--- config.mk ---
export PLATFORM = sky130hd
export DESIGN_NAME = nbin_seq
export DESIGN_NICKNAME = d
export VERILOG_FILES = /design/src/rtl/nbin_seq.sv
export SDC_FILE = /design/constraint.sdc
export NUM_CORES = 1
export LEC_CHECK = 0
export ABC_AREA = 1
export CAP_MARGIN = 20
export CELL_PAD_IN_SITES_DETAIL_PLACEMENT = 1
export CELL_PAD_IN_SITES_GLOBAL_PLACEMENT = 1
export CORE_MARGIN = 2
export CORE_UTILIZATION = 31
export DETAILED_ROUTE_END_ITERATION = 8
export HOLD_SLACK_MARGIN = 0.03
export PLACE_DENSITY = 0.74
export SLEW_MARGIN = 15
export SYNTH_ARGS = -nofsm -noshare
export SYNTH_HDL_FRONTEND = slang
export SYNTH_SLANG_ARGS = --single-unit
export TNS_END_PERCENT = 50
--- constraint.sdc ---
create_clock -name clk -period 49.4 [get_ports clk]
set_input_delay 7.41 -clock clk [delete_from_list [all_inputs] [get_ports clk]]
set_output_delay 7.41 -clock clk [all_outputs]
set_load 0.005 [all_outputs]
--- src/rtl/nbin_seq.sv ---
// Ping-pong NBin RF/offset-store sequencer: per-lane fill into one half while the other half drains.
// Read beats follow each drain step by one cycle; reads win the single-port RF, so a reading lane is not write-ready.
module nbin_seq #(
  parameter int TN        = 16,
  parameter int ADDR_SZ   = 6,
  parameter int NUM_WORDS = 64
) (
  input  logic                  clk,
  input  logic                  rst,
  input  logic [TN-1:0]         i_wr_valid,
  output logic [TN-1:0]         o_wr_ready,
  input  logic                  i_fill_done,
  input  logic                  i_rd_en,
  output logic [TN-1:0]         o_nb_wen,
  output logic [TN*ADDR_SZ-1:0] o_addr,
  output logic [TN-1:0]         o_off_wen,
  output logic [TN*ADDR_SZ-1:0] o_off_wr_addr,
  output logic [TN*ADDR_SZ-1:0] o_off_rd_addr,
  output logic                  o_rd_valid,
  output logic [TN-1:0]         o_rd_lane_mask,
  output logic                  o_rd_last,
  output logic [1:0]            o_half_full
);

  localparam int HALF = NUM_WORDS / 2;
  localparam int IW   = ADDR_SZ - 1;
  localparam int CW   = IW + 1;
  localparam logic [CW-1:0] HALF_C = CW'(HALF);
  localparam logic [CW-1:0] ONE_C  = CW'(1);

  logic                          fh_q, fh_d;
  logic                          dh_q, dh_d;
  logic [1:0]                    half_full_q, half_full_d;
  logic [TN-1:0][CW-1:0]         wr_cnt_q, wr_cnt_d;
  logic [1:0][TN-1:0][CW-1:0]    cnt_q, cnt_d;
  logic [CW-1:0]                 rd_idx_q, rd_idx_d;
  logic                          rd_valid_q;
  logic [TN-1:0]                 rd_mask_q;
  logic                          rd_last_q;

  logic                          rd_act;
  logic                          last_step;
  logic                          fill_ok;
  logic [CW-1:0]                 m_len;
  logic [TN-1:0]                 rd_lane;
  logic [TN-1:0]                 wr_rdy;
  logic [TN-1:0]                 wr_acc;
  logic [TN-1:0][ADDR_SZ-1:0]    wr_addr;
  logic [TN-1:0][ADDR_SZ-1:0]    rd_addr;
  logic [TN-1:0][ADDR_SZ-1:0]    addr;

  // Drain length is the longest lane of the draining half; a zero-length half still takes one step.
  always_comb begin
    rd_act = half_full_q[dh_q] && i_rd_en;
    m_len  = '0;
    for (int i = 0; i < TN; i++) begin
      if (cnt_q[dh_q][i] > m_len) m_len = cnt_q[dh_q][i];
    end
    last_step = rd_act && ((m_len == '0) || (rd_idx_q == (m_len - ONE_C)));
    fill_ok   = i_fill_done && !half_full_q[fh_q];
  end

  always_comb begin
    rd_lane = '0;
    wr_rdy  = '0;
    wr_acc  = '0;
    wr_addr = '0;
    rd_addr = '0;
    addr    = '0;
    for (int i = 0; i < TN; i++) begin
      rd_lane[i] = rd_act && (rd_idx_q < cnt_q[dh_q][i]);
      wr_rdy[i]  = !rst && !half_full_q[fh_q] && (wr_cnt_q[i] < HALF_C) && !rd_lane[i];
      wr_acc[i]  = i_wr_valid[i] && wr_rdy[i];
      if (wr_acc[i]) wr_addr[i] = {fh_q, wr_cnt_q[i][IW-1:0]};
      if (rd_lane[i]) rd_addr[i] = {dh_q, rd_idx_q[IW-1:0]};
      addr[i] = wr_addr[i] | rd_addr[i];
    end
  end

  always_comb begin
    fh_d        = fh_q;
    dh_d        = dh_q;
    half_full_d = half_full_q;
    cnt_d       = cnt_q;
    rd_idx_d    = rd_idx_q;
    wr_cnt_d    = wr_cnt_q;
    for (int i = 0; i < TN; i++) begin
      wr_cnt_d[i] = wr_cnt_q[i] + {{(CW-1){1'b0}}, wr_acc[i]};
    end
    // Closing a half snapshots counts including this cycle's accepts.
    if (fill_ok) begin
      cnt_d[fh_q]       = wr_cnt_d;
      half_full_d[fh_q] = 1'b1;
      fh_d              = ~fh_q;
      wr_cnt_d          = '0;
    end
    if (last_step) begin
      half_full_d[dh_q] = 1'b0;
      dh_d              = ~dh_q;
      rd_idx_d          = '0;
    end else if (rd_act) begin
      rd_idx_d = rd_idx_q + ONE_C;
    end
  end

  always_ff @(posedge clk or posedge rst) begin
    if (rst) begin
      fh_q        <= 1'b0;
      dh_q        <= 1'b0;
      half_full_q <= '0;
      wr_cnt_q    <= '0;
      cnt_q       <= '0;
      rd_idx_q    <= '0;
      rd_valid_q  <= 1'b0;
      rd_mask_q   <= '0;
      rd_last_q   <= 1'b0;
    end else begin
      fh_q        <= fh_d;
      dh_q        <= dh_d;
      half_full_q <= half_full_d;
      wr_cnt_q    <= wr_cnt_d;
      cnt_q       <= cnt_d;
      rd_idx_q    <= rd_idx_d;
      rd_valid_q  <= rd_act;
      rd_mask_q   <= rd_lane;
      rd_last_q   <= last_step;
    end
  end

  assign o_wr_ready     = wr_rdy;
  assign o_nb_wen       = ~wr_acc;
  assign o_off_wen      = wr_acc;
  assign o_addr         = addr;
  assign o_off_wr_addr  = wr_addr;
  assign o_off_rd_addr  = rd_addr;
  assign o_rd_valid     = rd_valid_q;
  assign o_rd_lane_mask = rd_mask_q;
  assign o_rd_last      = rd_last_q;
  assign o_half_full    = half_full_q;

endmodule
==> results of run 1 <==
## cell usage after synthesis
library cell	n	area, sq um
o21a_1	33	248
o22ai_1	80	500
buf_1	2	7.51
buf_6	13	146
o31ai_1	13	97.6
nand3b_2	1	11.3
nand3_4	4	70.1
or2_2	31	194
nand2_4	6	67.6
ha_1	164	2050
nor2_4	8	90.1
nor2_1	280	1050
nor2_2	21	131
inv_4	1	6.26
nor3_1	6	30.0
and3_1	1	6.26
o21ai_0	289	1450
nand3_1	211	1060
nand4_1	19	119
xnor2_1	13	114
o2111ai_1	16	140
nand4_4	4	85.1
inv_2	6	22.5
buf_2	1	5.00
o21bai_1	27	203
nand2_1	695	2610
nand3b_1	1	7.51
dfrtp_1	316	7910
nand2_2	53	332
clkbuf_1	126	473
nand4_2	10	125
a21o_1	1	7.51
nand3_2	23	230
or2_1	2	12.5
mux2i_1	7	70.1
buf_4	2	15.0
inv_1	426	1600
xor2_1	43	377
a21oi_1	41	205
o21ai_1	10	50.1
clkinv_1	4	15.0
## per-stage QoR
| stage | instances | setup WS, ns | hold slack, ns | area (sq um) |
|---|---|---|---|---|
| detailed placement | 4211 | 28.14 | 0.453 | 26500 |
| global route | 4278 | 25.68 | 0.486 | 27800 |
| CTS | 4278 | 28.11 | 0.467 | 27800 |
| global placement | 4211 | 29.14 | 0.448 | 26500 |
| finish | 4278 | 28.08 | 0.465 | 27800 |
| floorplan | 3010 | 25.34 | 0.437 | 21900 |
## per-layer routing
metal / vias to the layer above / routed length, um
li1: 10300 / -
met1: 10400 / 37700
met2: 491 / 36500
met3: 92 / 3800
met4: 0 / 2050
met5: - / 0
## layout by cell type (no fill, tap or decap), types with 3 or more instances in the layout
master	netlist	routed
nor2_4	8	10
ha_1	164	164
o22ai_1	80	80
nand2_2	53	53
nand3_1	211	211
inv_2	6	13
buf_4	2	29
o21a_1	33	33
nand4_4	4	4
xnor2_1	13	13
clkbuf_8	0	10
bufinv_16	0	4
clkinv_2	0	6
a21oi_1	41	41
inv_1	426	419
or2_2	31	31
clkbuf_1	126	6
clkbuf_16	0	39
nor3_1	6	5
nor2_2	21	21
o21bai_1	27	27
o21ai_1	10	8
clkdlybuf4s50_1	0	375
o31ai_1	13	13
nand3_4	4	4
nand4_2	10	10
nand2_1	695	695
nand3_2	23	23
mux2i_1	7	7
o21ai_0	289	289
dfrtp_1	316	315
inv_6	0	3
o2111ai_1	16	16
nand4_1	19	19
nand2_4	6	6
nor2_1	280	278
xor2_1	43	43
## registers in the layout, summed over array words and instances, names as in the netlist
register / flops
rd_idx_q: 6
cnt_q: 192
o_rd_valid: 1
wr_cnt_q: 96
o_rd_last: 1
o_rd_lane_mask: 16
fh_q: 1
o_half_full: 2
dh_q: 1
## layout make-up
class,count,area [sq um]
clock inverter,12,171
fill,8705,42200
tap,940,1180
sequential,316,7910
timing repair buffer,405,3990
multi-input combinational,2113,11800
inverter,437,1650
clock buffer,55,1140
## worst min-delay path: stages, from the launching register on
cell,delay (ns)
dfrtp_1,0.34
nand2_1,0.05
nand2_1,0.04
## cell families after synthesis
| kind of cell | after synthesis | synth area share |
|---|---|---|
| simple gates | 1376 | 0.284 |
| buf+inv | 581 | 0.104 |
| compound gates | 510 | 0.132 |
| flops | 316 | 0.361 |
| fa+ha+maj | 164 | 0.0935 |
| xor+xnor | 56 | 0.0224 |
| mux | 7 | 0.00319 |
## worst max path at each step
stage	start	to	slack, ns	cells after the start
after global routing	dh_q	dh_q	25.68	131
after detailed placement	dh_q	rd_idx_q[5]	28.14	126
final	dh_q	dh_q	28.08	130
after global placement	dh_q	rd_idx_q[4]	29.14	136
after CTS	dh_q	dh_q	28.11	130
after floorplan	rst	o_addr[0]	25.34	12
==> results.sh, run 1 <==
export IMPL_run_status="finished clean"
export IMPL_rows=97
export IMPL_antenna_found_initial=0
export IMPL_cp_arrival_ns=21.75
export IMPL_setup_viol=0
export IMPL_grt_start_max_net_pins=155
export IMPL_path_clk_slew_ns=0.05
export IMPL_via_per_inst=4.96
export IMPL_drv_cap=0
export IMPL_ioPinCount=376
export IMPL_reg2reg_to="dh_q"
export IMPL_required_ns=49.83
export IMPL_grt_remaining_overflow=0
export IMPL_drtAntennaViolNets=0
export IMPL_initial_core_util=0.313
export IMPL_min_from="cnt_q[26]"
export IMPL_cts_tree="built"
export IMPL_fin_setup_tns_ns=0
export IMPL_cpMostUsedCell="nand2_1"
export IMPL_vias=21200
export IMPL_crit_buf_inv=8
export IMPL_critPathKind="flip-flop to flip-flop"
export IMPL_coreArea_sq_um=70000
export IMPL_syn_inst=3010
export IMPL_die_x_um=270
export IMPL_die_h_um=270
export IMPL_cts_buffer_depth=3
export IMPL_grt_busiest_layer="met2"
export IMPL_use_met2=0.365
export IMPL_yosysSeqAreaShare=0.361
export IMPL_grt_pass1_vias=22200
export IMPL_post_cts_resized=0
export IMPL_clock_root_buffer="clkbuf_16"
export IMPL_grt_util_met3=0.0382
export IMPL_post_drt_wl_per_cell_um=18.7
export IMPL_r2r_cells=130
export IMPL_synth_distinct_cells=41
export IMPL_r2r_start="dh_q"
export IMPL_grt_pass1_wl_um=127000
export IMPL_startpoint_type="flip-flop"
export IMPL_gp_congestion=0.871
export IMPL_postCtsHoldBufs=0
export IMPL_cts_setup_buffers=0
export IMPL_use_met1=0.289
export IMPL_htree_levels=2
export IMPL_ys_seq_elements=316
export IMPL_drc=0
export IMPL_hold_class="flip-flop to flip-flop"
export IMPL_cts_sinks=316
export IMPL_diodes=0
export IMPL_fmax_mhz=46.9
export IMPL_post_route_period_util=0.432
export IMPL_min_period_ns=21.32
export IMPL_clock_skew_ns=0.0252
export IMPL_crit_family="simple AND/OR/NAND/NOR gates"
export IMPL_drive_gt1_frac=0.0824
export IMPL_final_nets=3495
export IMPL_first_pass_iters=5
export IMPL_r2r_setup_slack_ns=28.08
export IMPL_syn_avg_cell_area_sq_um=7.29
export IMPL_portBuffers=375
export IMPL_yosysWarnings=0
export IMPL_crit_fanout=27
export IMPL_relSlewSlack=0.236
export IMPL_worst_slew_pin_slew_ns=1.14
export IMPL_finalWirelength_um=80100
export IMPL_holdPathStages=2
export IMPL_rsz0062_at_grt="no"
export IMPL_final_util=0.397
export IMPL_synth_area_sq_um=21900
export IMPL_clk_latency_ns=0.57
export IMPL_die_area_sq_um=72900
export IMPL_cp_slowest_cell="dfrtp_4"
export IMPL_max_stage_delay_ns=0.58
export IMPL_grt_usage=0.219
export IMPL_end_kind="flip-flop"
export IMPL_drv_slew=0
export IMPL_area_growth_pct=26.8
export IMPL_post_dp_hpwl_um=57500
export IMPL_postSynthNetCount=3194
export IMPL_cts_inserted_buffers=38
export IMPL_hold_viol_final=0
export IMPL_drt_iter0_drc=919
export IMPL_holdPathEnd="cnt_q[26]"
Power of run 1 is left out: the tool's default activity adds up to more than one toggle a clock period on the data nets, which glitch-free logic cannot reach.
==> run 2: changes to the inputs <==
Clock period 49.4 ns to 21.1 ns, I/O delays scaled along.
==> results.sh, run 2 (synthesized netlist as in run 1, its figures left out) <==
export IMPL_multiInputGateArea_sq_um=12000
export IMPL_drive_gt1_frac=0.0873
export IMPL_grt_pass1_vias=22400
export IMPL_final_nets=3505
export IMPL_fin_setup_tns_ns=0
export IMPL_vias=21200
export IMPL_die_area_sq_um=72900
export IMPL_setup_viol=0
export IMPL_area_growth_pct=28.1
export IMPL_antenna_found_initial=1
export IMPL_path_clk_slew_ns=0.06
export IMPL_cts_tree="built"
export IMPL_largest_reg_flops=192
export IMPL_holdPathStages=2
export IMPL_seqCellArea_sq_um=7910
export IMPL_startpoint_type="flip-flop"
export IMPL_cp_slowest_cell="dfrtp_4"
export IMPL_gp_congestion=0.848
export IMPL_crit_fanout=27
export IMPL_cpMostUsedCell="nand2_1"
export IMPL_portBuffers=375
export IMPL_clock_skew_ns=0.0235
export IMPL_run_status="finished clean"
export IMPL_required_ns=21.56
export IMPL_relSlewSlack=0.221
export IMPL_grt_remaining_overflow=0
export IMPL_cp_arrival_ns=19.79
export IMPL_die_x_um=270
export IMPL_cts_buffer_depth=3
export IMPL_r2r_cells=135
export IMPL_first_pass_iters=4
export IMPL_post_drt_wl_per_cell_um=18.8
export IMPL_cts_sinks=316
export IMPL_max_stage_delay_ns=0.47
export IMPL_diodes=0
export IMPL_clock_root_buffer="clkbuf_16"
export IMPL_initial_core_util=0.313
export IMPL_worst_slew_pin_slew_ns=1.17
export IMPL_drc=0
export IMPL_drt_iter0_drc=1037
export IMPL_end_kind="flip-flop"
export IMPL_clk_latency_ns=0.57
export IMPL_top_register="cnt_q"
export IMPL_post_dp_hpwl_um=56800
export IMPL_coreArea_sq_um=70000
export IMPL_min_period_ns=19.33
export IMPL_ioPinCount=376
export IMPL_fmax_mhz=51.7
export IMPL_grt_start_max_net_pins=150
export IMPL_via_per_inst=4.95
export IMPL_hold_ws_ns=0.463
export IMPL_die_h_um=270
export IMPL_post_route_period_util=0.916
export IMPL_cts_inserted_buffers=39
export IMPL_finalWirelength_um=80500
export IMPL_grt_usage=0.218
export IMPL_grt_pass1_wl_um=127000
export IMPL_drv_slew=0
export IMPL_final_common_cell="nand2_1"
export IMPL_rows=97
export IMPL_hold_viol_final=0
export IMPL_final_cell_mix="nand2_1 (694), inv_1 (419), clkdlybuf4s50_1 (375), dfrtp_1 (315), o21ai_0 (280)"
export IMPL_drv_cap=0
export IMPL_critPathKind="flip-flop to flip-flop"
export IMPL_hold_class="flip-flop to flip-flop"
export IMPL_fill_cells=8717
export IMPL_drtAntennaViolNets=0
export IMPL_htree_levels=2
[run 2: path summary, 6_finish.rpt]
check / startpoint / end / slack (ns)
setup reg to reg: dh_q / rd_idx_q[5] / 1.77
hold reg to reg: cnt_q[74] / cnt_q[74] / 0.46
hold / removal: cnt_q[74] / cnt_q[74] / 0.46
setup / recovery: dh_q / rd_idx_q[5] / 1.77
max in group asynchronous: rst / wr_cnt_q[17] / 16.50
min in group asynchronous: rst / cnt_q[83] / 3.12
[run 2: repair_timing]
| item | in CTS | in global routing |
|---|---|---|
| resized for setup | 0 | 62 |
| setup endpoints to repair | 0 | 10 |
| hold buffers | 0 | 0 |
| setup buffers | 0 | 11 |
[run 2: per-stage QoR]
stage               cell area, sq um   util  cells  setup slack (ns)
global placement               26500  0.378   4209              1.13
floorplan                      22000      -   3010            0.0287
CTS                            27700  0.396   4275             0.133
detailed placement             26500  0.378   4209             0.181
finish                         28100  0.401   4286              1.77
global route                   28100  0.401   4286           -0.0852
[run 2: layer usage]
metal  up-vias  track usage  share of wire  wire (um)
li1      10300            -              -          -
met1     10400        0.287           0.47      37500
met2       491        0.366           0.46      37000
met3        85       0.0432          0.055       4400
met4         0       0.0497          0.021       1670
met5         -            0              0          0
[run 2: layout make-up]
class,count,share of cell area
clock inverter,12,0.00525
clock buffer,54,0.0392
timing repair buffer,414,0.145
sequential,316,0.282
inverter,437,0.0590
multi-input combinational,2113,0.428
tap,940,0.0419
[run 2: critical path, delay by kind of cell (launching register included)]
family                   cells  cell delay, ns
AO/OA/AOI/OAI               18            2.36
adder cells (fa/ha/maj)     16            5.20
XOR/XNOR                     1            0.15
flip-flops                   1            0.47
buffers and inverters        8            0.67
AND/OR/NAND/NOR             92           10.29
Power of run 2 is left out for the same reason.
==> run 3: changes to the inputs <==
Settings changed: ABC_CLOCK_PERIOD_IN_PS set to 21100, RECOVER_POWER set to 50.
==> results.sh, run 3 (synthesized netlist as in run 1, its figures left out) <==
export IMPL_run_status="complete, but fails checks"
export IMPL_violations="capacitance limit, slew limit"
export IMPL_grt_remaining_overflow=0
export IMPL_final_nets=3505
export IMPL_worst_slew_pin_slew_ns=8.00
export IMPL_first_pass_iters=4
export IMPL_htree_levels=2
export IMPL_fill_cells=8729
export IMPL_cts_tree="built"
export IMPL_top_register="cnt_q"
export IMPL_relSlewSlack=-4.34
export IMPL_die_area_sq_um=72900
export IMPL_crit_family="simple AND/OR/NAND/NOR gates"
export IMPL_area_growth_pct=27.9
export IMPL_clock_root_buffer="clkbuf_16"
export IMPL_final_cell_mix="nand2_1 (694), inv_1 (419), clkdlybuf4s50_1 (353), dfrtp_1 (315), o21ai_0 (281)"
export IMPL_drt_iter0_drc=1094
export IMPL_crit_fanout=27
export IMPL_min_period_ns=19.36
export IMPL_hold_class="flip-flop to flip-flop"
export IMPL_critPathKind="flip-flop to flip-flop"
export IMPL_path_clk_slew_ns=0.06
export IMPL_initial_core_util=0.313
export IMPL_via_per_inst=4.94
export IMPL_drv_cap=5
export IMPL_end_kind="flip-flop"
export IMPL_cp_slowest_cell="dfrtp_4"
export IMPL_final_common_cell="nand2_1"
export IMPL_post_drt_wl_per_cell_um=18.8
export IMPL_grt_pass1_vias=22400
export IMPL_final_util=0.401
export IMPL_coreArea_sq_um=70000
export IMPL_setup_viol=0
export IMPL_clock_skew_ns=0.0235
export IMPL_cts_sinks=316
export IMPL_grt_start_max_net_pins=150
export IMPL_stdcell_count=4287
export IMPL_multiInputGateArea_sq_um=12000
export IMPL_clk_latency_ns=0.57
export IMPL_grt_pass1_wl_um=127000
export IMPL_gp_congestion=0.848
export IMPL_drv_slew=439
export IMPL_rows=97
export IMPL_cts_buffer_depth=3
export IMPL_hold_viol_final=0
export IMPL_startpoint_type="flip-flop"
export IMPL_drtAntennaViolNets=0
export IMPL_drive_gt1_frac=0.0846
export IMPL_largest_reg_flops=192
export IMPL_required_ns=21.56
export IMPL_finalWirelength_um=80500
export IMPL_ioPinCount=376
export IMPL_seqCellArea_sq_um=7910
export IMPL_vias=21200
export IMPL_max_stage_delay_ns=0.47
export IMPL_cpMostUsedCell="nand2_1"
export IMPL_portBuffers=375
export IMPL_cp_arrival_ns=19.82
export IMPL_grt_usage=0.218
export IMPL_antenna_found_initial=2
export IMPL_drc=0
export IMPL_crit_buf_inv=8
export IMPL_die_h_um=270
export IMPL_dp_cells=4209
export IMPL_die_x_um=270
export IMPL_post_dp_hpwl_um=56800
export IMPL_postCtsHoldBufs=0
export IMPL_post_route_period_util=0.917
export IMPL_cts_inserted_buffers=39
export IMPL_fmax_mhz=51.7
## run 3: cell count changes in the layout (fill, tap and decap cells not counted), moves of 6 or more
cell	before	now
buf_4	37	31
clkbuf_1	8	15
clkdlybuf4s50_1	375	353
dlygate4sd3_1	0	22
## run 3: through the flow
stage / setup TNS (ns) / setup slack, ns / instance area, sq um / hold slack, ns
final: 0 / 1.74 / 28100 / 0.463
after global routing: -0.497 / -0.0852 / 28100 / 0.486
after CTS: 0 / 0.133 / 27700 / 0.467
after detailed placement: 0 / 0.181 / 26500 / 0.453
after global placement: 0 / 1.13 / 26500 / 0.447
after floorplan: 0 / 0.0287 / 22000 / 0.437
## run 3: worst min-delay path, cell delays in order (launching register included)
cell and delay (ns):
dfrtp_1 0.33, nand2_1 0.05, nand2_1 0.04
## run 3: final cells by class
cell class / instances / share of cell area
clock buffer: 54 / 0.0393
antenna: 1 / 0.0000892
tap: 940 / 0.0419
multi-input combinational: 2113 / 0.429
sequential: 316 / 0.282
inverter: 437 / 0.0589
timing repair buffer: 414 / 0.144
clock inverter: 12 / 0.00526
## run 3: per-layer routing
layer / routed length [um] / global-route usage
met1: 37700 / 0.287
met2: 36900 / 0.366
met3: 4250 / 0.0432
met4: 1700 / 0.0497
met5: 0 / 0
## run 3: final timing paths
| path | from | to | slack (ns) | cells after the start |
|---|---|---|---|---|
| max reg2reg | dh_q | rd_idx_q[5] | 1.74 | 135 |
| max in group asynchronous | rst | wr_cnt_q[30] | 7.58 | 3 |
| min in group asynchronous | rst | cnt_q[83] | 4.43 | 2 |
| min | cnt_q[74] | cnt_q[74] | 0.46 | 2 |
| min reg2reg | cnt_q[74] | cnt_q[74] | 0.46 | 2 |
| max | dh_q | rd_idx_q[5] | 1.74 | 135 |
## run 3: repair_timing
action | in CTS | in global routing
endpoints found under the hold margin | 0 | 0
gates resized for setup | 0 | 62
setup endpoints to repair | 0 | 10
buffers inserted | 0 | 11
Power of run 3 is left out for the same reason.
